--- config.mk ---
export PLATFORM = sky130hd
export DESIGN_NAME = exec_controller
export DESIGN_NICKNAME = d
export VERILOG_FILES = /design/src/rtl/proc_pkg.sv /design/src/rtl/exec_decode.sv /design/src/rtl/exec_controller.sv
export SDC_FILE = /design/constraint.sdc
export NUM_CORES = 1
export LEC_CHECK = 0
export CORE_ASPECT_RATIO = 0.7
export CORE_UTILIZATION = 48
export DETAILED_ROUTE_END_ITERATION = 10
export MAX_ROUTING_LAYER = met4
export PLACE_DENSITY = 0.84
export SLEW_MARGIN = 20
export SYNTH_ARGS = -nofsm -noshare
export SYNTH_HDL_FRONTEND = slang
export SYNTH_SLANG_ARGS = --single-unit
--- constraint.sdc ---
create_clock -name CLOCK_50 -period 2.3 [get_ports CLOCK_50]
set_clock_uncertainty 0.05 [all_clocks]
set_input_delay 0.46 -clock CLOCK_50 [delete_from_list [all_inputs] [get_ports CLOCK_50]]
set_output_delay 0.46 -clock CLOCK_50 [all_outputs]
set_load 0.05 [all_outputs]
--- src/rtl/proc_pkg.sv ---
// Shared definitions for the execution controller: instruction fields, opcodes, FSM states.
package proc_pkg;

    localparam int unsigned REG_ADDR_W = 5;
    localparam int unsigned DATA_W     = 16;
    localparam int unsigned INSTR_W    = 16;
    localparam int unsigned CODOP_W    = 5;
    localparam int unsigned FIELD_W    = 4;

    localparam int unsigned OPC_LSB = 12;
    localparam int unsigned RC_LSB  = 8;
    localparam int unsigned RA_LSB  = 4;
    localparam int unsigned RB_LSB  = 0;

    localparam logic [FIELD_W-1:0] OP_ADD         = 4'd0;
    localparam logic [FIELD_W-1:0] OP_SUB         = 4'd1;
    localparam logic [FIELD_W-1:0] OP_AND         = 4'd2;
    localparam logic [FIELD_W-1:0] OP_OR          = 4'd3;
    localparam logic [FIELD_W-1:0] OP_XOR         = 4'd4;
    localparam logic [FIELD_W-1:0] OP_MOV         = 4'd5;
    localparam logic [FIELD_W-1:0] OP_ADDI        = 4'd6;
    localparam logic [FIELD_W-1:0] OP_SUBI        = 4'd7;
    localparam logic [FIELD_W-1:0] OP_ANDI        = 4'd8;
    localparam logic [FIELD_W-1:0] OP_ORI         = 4'd9;
    localparam logic [FIELD_W-1:0] OP_IMM_LAST    = 4'd10;
    localparam logic [FIELD_W-1:0] OP_ILLEGAL_MIN = 4'd11;

    typedef enum logic [2:0] {
        ST_IDLE,
        ST_DECODE,
        ST_READ,
        ST_EXEC,
        ST_WRITE
    } state_e;

    function automatic logic [FIELD_W-1:0] field(input logic [INSTR_W-1:0] ins,
                                                 input int unsigned lsb);
        return ins[lsb +: FIELD_W];
    endfunction

endpackage

--- src/rtl/exec_decode.sv ---
// Combinational instruction decoder: register addresses, ALU opcode/immediate, class flags.
module exec_decode
    import proc_pkg::*;
(
    input  logic [INSTR_W-1:0]    instr_i,
    output logic [REG_ADDR_W-1:0] addr_a_o,
    output logic [REG_ADDR_W-1:0] addr_b_o,
    output logic [REG_ADDR_W-1:0] addr_c_o,
    output logic [CODOP_W-1:0]    codop_o,
    output logic [DATA_W-1:0]     imm_o,
    output logic                  is_imm_o,
    output logic                  is_illegal_o
);

    logic [FIELD_W-1:0] opc;

    always_comb begin
        opc          = field(instr_i, OPC_LSB);
        is_illegal_o = (opc >= OP_ILLEGAL_MIN);
        is_imm_o     = (opc >= OP_ADDI) && (opc <= OP_IMM_LAST);
        addr_a_o     = {1'b0, field(instr_i, RA_LSB)};
        addr_b_o     = {1'b0, field(instr_i, RB_LSB)};
        addr_c_o     = {1'b0, field(instr_i, RC_LSB)};
        codop_o      = {1'b0, opc};
        imm_o        = '0;
        if (is_imm_o) begin
            imm_o = {{(DATA_W-FIELD_W){1'b0}}, field(instr_i, RA_LSB)};
        end
    end

endmodule

--- src/rtl/exec_controller.sv ---
// Sequencer for register bank + ALU: accept, decode, wait read/ALU latency, write back once.
// Optional perf counters (retired_cnt, illegal_cnt) when EXEC_CTRL_PERF_CNT_EN is defined.
module exec_controller
    import proc_pkg::*;
#(
    parameter int unsigned RD_LAT  = 1,
    parameter int unsigned ALU_LAT = 1
) (
    input  logic                  CLOCK_50,
    input  logic                  reset_n,
    input  logic                  instr_valid,
    input  logic [INSTR_W-1:0]    instr,
    output logic                  instr_ready,
    output logic [REG_ADDR_W-1:0] reg_a_addr,
    output logic [REG_ADDR_W-1:0] reg_b_addr,
    output logic [REG_ADDR_W-1:0] reg_c_addr,
    output logic                  bank_rw,
    output logic [DATA_W-1:0]     bank_wdata,
    output logic [CODOP_W-1:0]    alu_codop,
    output logic [DATA_W-1:0]     alu_imm,
    input  logic [DATA_W-1:0]     alu_result,
    output logic                  busy,
    output logic                  done,
    output logic                  illegal_op
`ifdef EXEC_CTRL_PERF_CNT_EN
    ,
    output logic [15:0]           retired_cnt,
    output logic [15:0]           illegal_cnt
`endif
);

    localparam int unsigned CNT_W = 2;

    state_e                state_q;
    logic [CNT_W-1:0]      cnt_q;
    logic [INSTR_W-1:0]    instr_q;
    logic                  ready_q;
    logic [REG_ADDR_W-1:0] addr_a_q, addr_b_q, addr_c_q;
    logic [CODOP_W-1:0]    codop_q;
    logic [DATA_W-1:0]     imm_q, wdata_q;
    logic                  bank_rw_q, done_q, illegal_q;

    logic [REG_ADDR_W-1:0] dec_addr_a, dec_addr_b, dec_addr_c;
    logic [CODOP_W-1:0]    dec_codop;
    logic [DATA_W-1:0]     dec_imm;
    logic                  dec_is_imm, dec_is_illegal;

    exec_decode u_decode (
        .instr_i      (instr_q),
        .addr_a_o     (dec_addr_a),
        .addr_b_o     (dec_addr_b),
        .addr_c_o     (dec_addr_c),
        .codop_o      (dec_codop),
        .imm_o        (dec_imm),
        .is_imm_o     (dec_is_imm),
        .is_illegal_o (dec_is_illegal)
    );

    always_ff @(posedge CLOCK_50) begin
        if (!reset_n) begin
            state_q   <= ST_IDLE;
            cnt_q     <= '0;
            instr_q   <= '0;
            ready_q   <= 1'b1;
            addr_a_q  <= '0;
            addr_b_q  <= '0;
            addr_c_q  <= '0;
            codop_q   <= '0;
            imm_q     <= '0;
            wdata_q   <= '0;
            bank_rw_q <= 1'b0;
            done_q    <= 1'b0;
            illegal_q <= 1'b0;
        end else begin
            bank_rw_q <= 1'b0;
            done_q    <= 1'b0;
            illegal_q <= 1'b0;
            case (state_q)
                ST_IDLE: begin
                    if (instr_valid) begin
                        instr_q <= instr;
                        ready_q <= 1'b0;
                        state_q <= ST_DECODE;
                    end
                end
                ST_DECODE: begin
                    // Illegal opcodes leave the datapath outputs untouched.
                    if (dec_is_illegal) begin
                        done_q    <= 1'b1;
                        illegal_q <= 1'b1;
                        ready_q   <= 1'b1;
                        state_q   <= ST_IDLE;
                    end else begin
                        addr_a_q <= dec_is_imm ? '0 : dec_addr_a;
                        addr_b_q <= dec_addr_b;
                        addr_c_q <= dec_addr_c;
                        codop_q  <= dec_codop;
                        imm_q    <= dec_imm;
                        cnt_q    <= CNT_W'(RD_LAT - 1);
                        state_q  <= ST_READ;
                    end
                end
                ST_READ: begin
                    if (cnt_q == '0) begin
                        cnt_q   <= CNT_W'(ALU_LAT - 1);
                        state_q <= ST_EXEC;
                    end else begin
                        cnt_q <= cnt_q - 1'b1;
                    end
                end
                ST_EXEC: begin
                    if (cnt_q == '0) begin
                        wdata_q   <= alu_result;
                        bank_rw_q <= 1'b1;
                        done_q    <= 1'b1;
                        state_q   <= ST_WRITE;
                    end else begin
                        cnt_q <= cnt_q - 1'b1;
                    end
                end
                ST_WRITE: begin
                    ready_q <= 1'b1;
                    state_q <= ST_IDLE;
                end
                default: begin
                    ready_q <= 1'b1;
                    state_q <= ST_IDLE;
                end
            endcase
        end
    end

    assign instr_ready = ready_q;
    assign reg_a_addr  = addr_a_q;
    assign reg_b_addr  = addr_b_q;
    assign reg_c_addr  = addr_c_q;
    assign alu_codop   = codop_q;
    assign alu_imm     = imm_q;
    assign bank_wdata  = wdata_q;
    assign bank_rw     = bank_rw_q;
    assign done        = done_q;
    assign illegal_op  = illegal_q;
    assign busy        = (state_q != ST_IDLE);

`ifdef EXEC_CTRL_PERF_CNT_EN
    logic [15:0] retired_q, illegal_cnt_q;

    always_ff @(posedge CLOCK_50) begin
        if (!reset_n) begin
            retired_q     <= '0;
            illegal_cnt_q <= '0;
        end else begin
            if (state_q == ST_WRITE) retired_q <= retired_q + 16'd1;
            if (illegal_q) illegal_cnt_q <= illegal_cnt_q + 16'd1;
        end
    end

    assign retired_cnt = retired_q;
    assign illegal_cnt = illegal_cnt_q;
`endif

endmodule

==> results of run 1 <==
-- placed cells by master, fill, tap and decap left out, types with 5 or more instances in the layout --
cell	instances
a21boi_0	22
a21boi_1	10
buf_4	7
clkbuf_8	9
clkdlybuf4s50_1	73
conb_1	16
dfxtp_1	61
nand2_1	88
nand3_1	18
nor2_1	5
o21ai_0	20
-- metal layers --
metal,global-route usage [%],vias up
li1,-,1099
met1,24.57,995
met2,32.06,72
met3,9.961,11
met4,8.532,0
met5,-,-
-- registers in the layout (all words and copies together) (netlist names) --
| signal | flops |
|---|---|
| instr_q | 16 |
| done | 1 |
| bank_rw | 1 |
| cnt_q | 2 |
| state_q | 3 |
| alu_imm | 4 |
| reg_a_addr | 4 |
| illegal_op | 1 |
| alu_codop | 4 |
| reg_b_addr | 4 |
| reg_c_addr | 4 |
| bank_wdata | 16 |
| instr_ready | 1 |
-- how the worst min path moves through the flow --
stage,end,slack [ps]
floorplan,instr_q[10],390
global placement,instr_q[8],390
detailed placement,instr_q[8],400
CTS,instr_q[8],410
global route,instr_q[9],430
finish,instr_q[10],410
-- what timing repair did --
action,4_1_cts,5_1_grt
endpoints found under the setup margin,1,0
resized for setup,1,0
buffers inserted,0,0
-- cell families after synthesis --
| family | count (synthesis) | synth area share (%) |
|---|---|---|
| AO/OA/AOI/OAI | 63 | 16.54 |
| XOR/XNOR | 1 | 0.3425 |
| adder cells (fa/ha/maj) | 3 | 1.468 |
| buffers and inverters | 39 | 9.931 |
| flip-flops | 61 | 47.75 |
| multiplexers | 3 | 1.174 |
| other | 1 | 0.1466 |
| AND/OR/NAND/NOR | 129 | 22.65 |
-- cell type report --
type | count | area (um2)
clock inverters | 7 | 66.31
inverters | 4 | 15.01
well taps | 69 | 86.33
multi-input cells | 215 | 1139
clock buffers | 9 | 123.9
fillers | 410 | 1491
repair buffers | 82 | 797.0
flip-flops and latches | 61 | 1221
-- stage by stage --
| stage | std cells | worst slack (ps) |
|---|---|---|
| after floorplan | 315 | 736.7 |
| after global placement | 431 | 286.1 |
| after detailed placement | 431 | 254.3 |
| after CTS | 447 | 154.8 |
| after global routing | 447 | 114.4 |
| final | 447 | 172.2 |
-- worst max-delay path: stages (launching register included) --
cell and delay [ps]:
dfxtp_1 410, or3_4 440, dlygate4sd2_1 440
-- power groups by stage --
stage                     Combinational (uW)  Clock (uW)  Sequential, uW
after global placement                   447           0            1160
after floorplan                          286           0            1220
final                                    452         903            1140
after CTS                                454         936            1140
after global routing                     487         990            1150
after detailed placement                 453           0            1160
==> metrics.md, run 1 <==
| Metric | Value |
|---|---|
| Outcome | finished, final reports clean |
| Max Cap Viol | 0 |
| Sequential share of power | 45.7% |
| Die X | 89.25 um |
| Initial antenna violation count | 0 |
| DP Area | 3259 um2 |
| Crit path capture | busy |
| Origin of the critical flop-to-flop path | state_q[0] |
| Final Hold Vio Count | 0 |
| Largest area contributor in the netlist | dfxtp_1 |
| Sw Pwr | 733.4 uW |
| CP startpoint kind | flip-flop |
| Clock power frac | a little over a third |
| DR pass1 iterations | 4 |
| Sw frac | 29.39% |
| Mean Syn Cell Area | between 8 and 9 um2 |
| DIE AREA | 5629 um2 |
| Sequential area share after synthesis | 47.75% |
| # H-tree levels | 3 |
| Die Y | about 63 um |
| Vias in the first global route | 2019 |
| Total power | 2495 uW |
| Required @ worst endpoint | ~1800 ps |
| I/O pins | slightly above 90 |
| Detailed Route Iter0 Violations | 86 |
| Final Util | 69.81% |
| FF-to-FF setup slack | 360 ps |
| Vias post-DR | 2177 |
| Root Driver | clkbuf_8 |
| Worst setup path startpoint | state_q[1] |
| Pwr/cell area | 723.7 nW/um2 |
| WL/cell | approximately 12 um |
| Clk slew on worst S/H paths | 70 ps |
| Total wire length | about 5.4 mm |
| GP Congestion | roughly 0.8 |
| Async SR Flop Fraction | 0% |
| Final instance area | 3448 um2 |
| Met3 WL | 403 um |
| Worst hold path class | flip-flop to flip-flop |
| Top cells by count, synth | nand2_1 (88), dfxtp_1 (61), a21boi_0 (22) |
| Final antenna-violating net count | 0 |
| RSZ-0062 raised after global routing | no |
| Internal Pwr Total | 1762 uW |
| Min-delay src | instr_q[10] |
| Uppermost layer routed | met4 |
| Mapped cell area | 2557 um2 |
| Fmax achieved | 0.4700 GHz |
| Initial Util | about 52% |
| Setup violations, final | 0 |
| Yosys Warn Count | 0 |
| Primary FF master, synth | dfxtp_1 |
| Max_slew headroom | 53.48% |
| Detailed placement HPWL | ~3.8 mm |
| Comb power frac | 18.1% |
| Sink Count | 61 |
| Nets | 411 |
| Total Neg Setup Slack | 0 ps |
| Cells on worst reg2reg path | 6 |
| Final period util | 92.51% |
| Hold Crit Depth | 2 |
| Top post-synthesis cells by area | dfxtp_1 (48%), nand2_1 (13%), a21boi_0 (6.5%) |
| Pleak | 0.001282 uW |
| All-Layer GR Usage | 21.34% |
| CORE AREA | 4940 um2 |
| Cell row count | 21 |
| Crit end category | output port |
| Synth top area share | 47.75% |
| Yosys reg bits | between 60 and 70 |
| DRC | 0 |
| Distinct cell type count after synthesis | 40 |
| Clock Latency Late Sink | 340 ps |
| Slew Viols, Final | 0 |
| Worst Path Arrival | 1620 ps |
| Crit path max fanout | 12 |
| Largest net degree at the start of global routing | 30 |
| Worst slew pin tran | a little under 700 ps |
| Share of layout cells above drive strength 1 | 8.466% |
| Post-synth EDFFs | 0 |
| Most common cell in the netlist | nand2_1 |
| Worst Hold Margin | 405.3 ps |
| CP Class | flip-flop to output port |
| CTS tree | built |
| Via-to-Cell Ratio | a little under 5 |
| Area growth from synthesis to layout | 34.83% |
| Crit path time final | between 2000 and 2500 ps |
| Worst vdd ir | approximately 0.41 mV |
| I/O Buffers | 75 |
| Cts bufs inserted | 9 |
| Total grt overflow | 0 |
| Clock Tree Buf Depth | 2 |
| ANT cells | 0 |
| First-pass GRT wire length | a little under 9 mm |
| Post-synthesis cell count | 300 |
| WL met1 | 2.459 mm |
| Met2 WL | 2.451 mm |
| CTS hold repair buffers | 0 |
| Worst r2r dst | alu_imm[0] |
Power figures use the tool's default switching activity.
==> inputs of run 2 (changes only) <==
--- a/config.mk
+++ b/config.mk
@@ -8,6 +8,7 @@
 export CORE_ASPECT_RATIO = 0.7
 export CORE_UTILIZATION = 48
 export DETAILED_ROUTE_END_ITERATION = 10
+export GPL_ROUTABILITY_DRIVEN = 0
 export MAX_ROUTING_LAYER = met4
 export PLACE_DENSITY = 0.84
 export SLEW_MARGIN = 20
==> results of run 2 <==
Same layout as run 1: the final DEF is identical, and so are final timing and power.
==> inputs of run 3 (changes only) <==
--- a/config.mk
+++ b/config.mk
@@ -6,7 +6,9 @@
 export NUM_CORES = 1
 export LEC_CHECK = 0
 export CORE_ASPECT_RATIO = 0.7
+export CORE_MARGIN = 10
 export CORE_UTILIZATION = 48
+export CTS_CLUSTER_SIZE = 24
 export DETAILED_ROUTE_END_ITERATION = 10
 export GPL_ROUTABILITY_DRIVEN = 0
 export MAX_ROUTING_LAYER = met4
==> metrics.md, run 3 (synthesis results as in run 1) <==
| Metric | Value |
|---|---|
| Total grt overflow | 0 |
| Internal Pwr Total | 1819 uW |
| Final Util | 66.67% |
| Die X | 107.2 um |
| Pwr/cell area | 728.8 nW/um2 |
| DR pass1 iterations | 4 |
| Post-CTS Setup Inserts | 0 |
| Vias post-DR | roughly 2100 |
| ANT cells | 0 |
| Met2 WL | 2.854 mm |
| Most common cell after layout, fill and taps aside | nand2_1 |
| Met3 WL | 377 um |
| Largest net degree at the start of global routing | 34 |
| Root Driver | clkbuf_8 |
| Fmax achieved | 0.4697 GHz |
| I/O pins | 92 |
| Clock Tree Buf Depth | 2 |
| Max Cap Viol | 0 |
| DP Area | 3271 um2 |
| CTS tree | built |
| First-pass GRT wire length | slightly below 10 mm |
| CORE AREA | 5202 um2 |
| Comb power frac | approximately 18% |
| Sink Count | 61 |
| CP startpoint kind | flip-flop |
| Initial Util | between 40% and 50% |
| Sequential share of power | 45.1% |
| Share of layout cells above drive strength 1 | 8.466% |
| Clk slew on worst S/H paths | 70 ps |
| WL/cell | 13.53 um |
| Detailed Route Iter0 Violations | 140 |
| Worst Path Arrival | 1620 ps |
| Initial antenna violation count | 0 |
| Most frequent cells in the layout | nand2_1 (88), clkdlybuf4s50_1 (73), dfxtp_1 (61), a21boi_0 (22), o21ai_0 (20) |
| CP Class | flip-flop to output port |
| Worst vdd ir | about 0.37 mV |
| Crit path max fanout | 12 |
| RSZ-0062 raised after global routing | no |
| Worst hold path class | flip-flop to flip-flop |
| Nets | 412 |
| Final instance area | 3468 um2 |
| DRC | 0 |
| Sw Pwr | ~710 uW |
| Setup violations, final | 0 |
| Cts bufs inserted | 9 |
| Crit path time final | ~2100 ps |
| Slew Viols, Final | 0 |
| All-Layer GR Usage | 14.34% |
| Final Hold Vio Count | 0 |
| Die Y | 81.07 um |
| Max_slew headroom | 60.00% |
| I/O Buffers | 75 |
| Final period util | around 93% |
| Clock power frac | 36.9% |
| Crit end category | output port |
| DIE AREA | just under 9000 um2 |
| Cell row count | 22 |
| Vias in the first global route | around 2000 |
| Uppermost layer routed | met4 |
| Via-to-Cell Ratio | 4.751 |
| Total wire length | 6.087 mm |
| Area growth from synthesis to layout | 35.62% |
| Sw frac | 28.03% |
| Total Neg Setup Slack | 0 ps |
| # H-tree levels | 3 |
| Required @ worst endpoint | about 1800 ps |
| Worst slew pin tran | approximately 600 ps |
| Detailed placement HPWL | 4.509 mm |
| WL met1 | 2.772 mm |
| Outcome | finished, final reports clean |
| Pleak | 0.001289 uW |
| Final antenna-violating net count | 0 |
| Clock Latency Late Sink | about 330 ps |
run 3: routing by layer:
layer	global-route usage (%)	vias to the layer above
met5	-	-
met1	17.01	967
li1	-	1104
met4	6.199	0
met2	22.38	61
met3	4.111	6
run 3: area by class of cell:
class	count	area [um2]
clock buffer	11	151.4
multi-input combinational	215	1139
inverter	4	15.01
timing repair buffer	83	804.5
tap	72	90.09
sequential	61	1221
fill	440	1734
clock inverter	4	47.55
run 3: power by group through the flow:
stage | registers [uW] | logic (uW) | clock network (uW)
4_1_cts | 1140 | 455 | 961
2_1_floorplan | 1220 | 286 | 0
3_5_place_dp | 1160 | 455 | 0
5_1_grt | 1150 | 490 | 1010
3_3_place_gp | 1160 | 449 | 0
6_report | 1140 | 453 | 934
run 3: stage by stage:
stage	hold slack (ps)	instances	power, uW	setup WS (ps)
after global routing	430.6	450	2642	90.96
after detailed placement	402.8	435	1618	241.0
final	405.3	450	2528	171.1
after global placement	391.9	435	1610	276.4
after floorplan	385.3	315	1506	736.7
after CTS	411.8	450	2556	155.2
run 3: critical path, stage by stage (launching register included):
cell and delay, ps:
dfxtp_1 410, or3_4 440, dlygate4sd2_1 440
run 3: worst paths after layout:
check,depth (start not counted),to,from,slack [ps]
worst max-delay path,2,busy,state_q[1],170
worst min-delay path,2,instr_q[10],instr_q[10],410
worst max register to register,6,alu_codop[2],state_q[0],520
worst min register to register,2,instr_q[10],instr_q[10],410
run 3: what timing repair did:
action,4_1_cts,5_1_grt
hold buffers,0,0
hold endpoints to repair,0,0
endpoints found under the setup margin,1,0
resized for setup,1,0
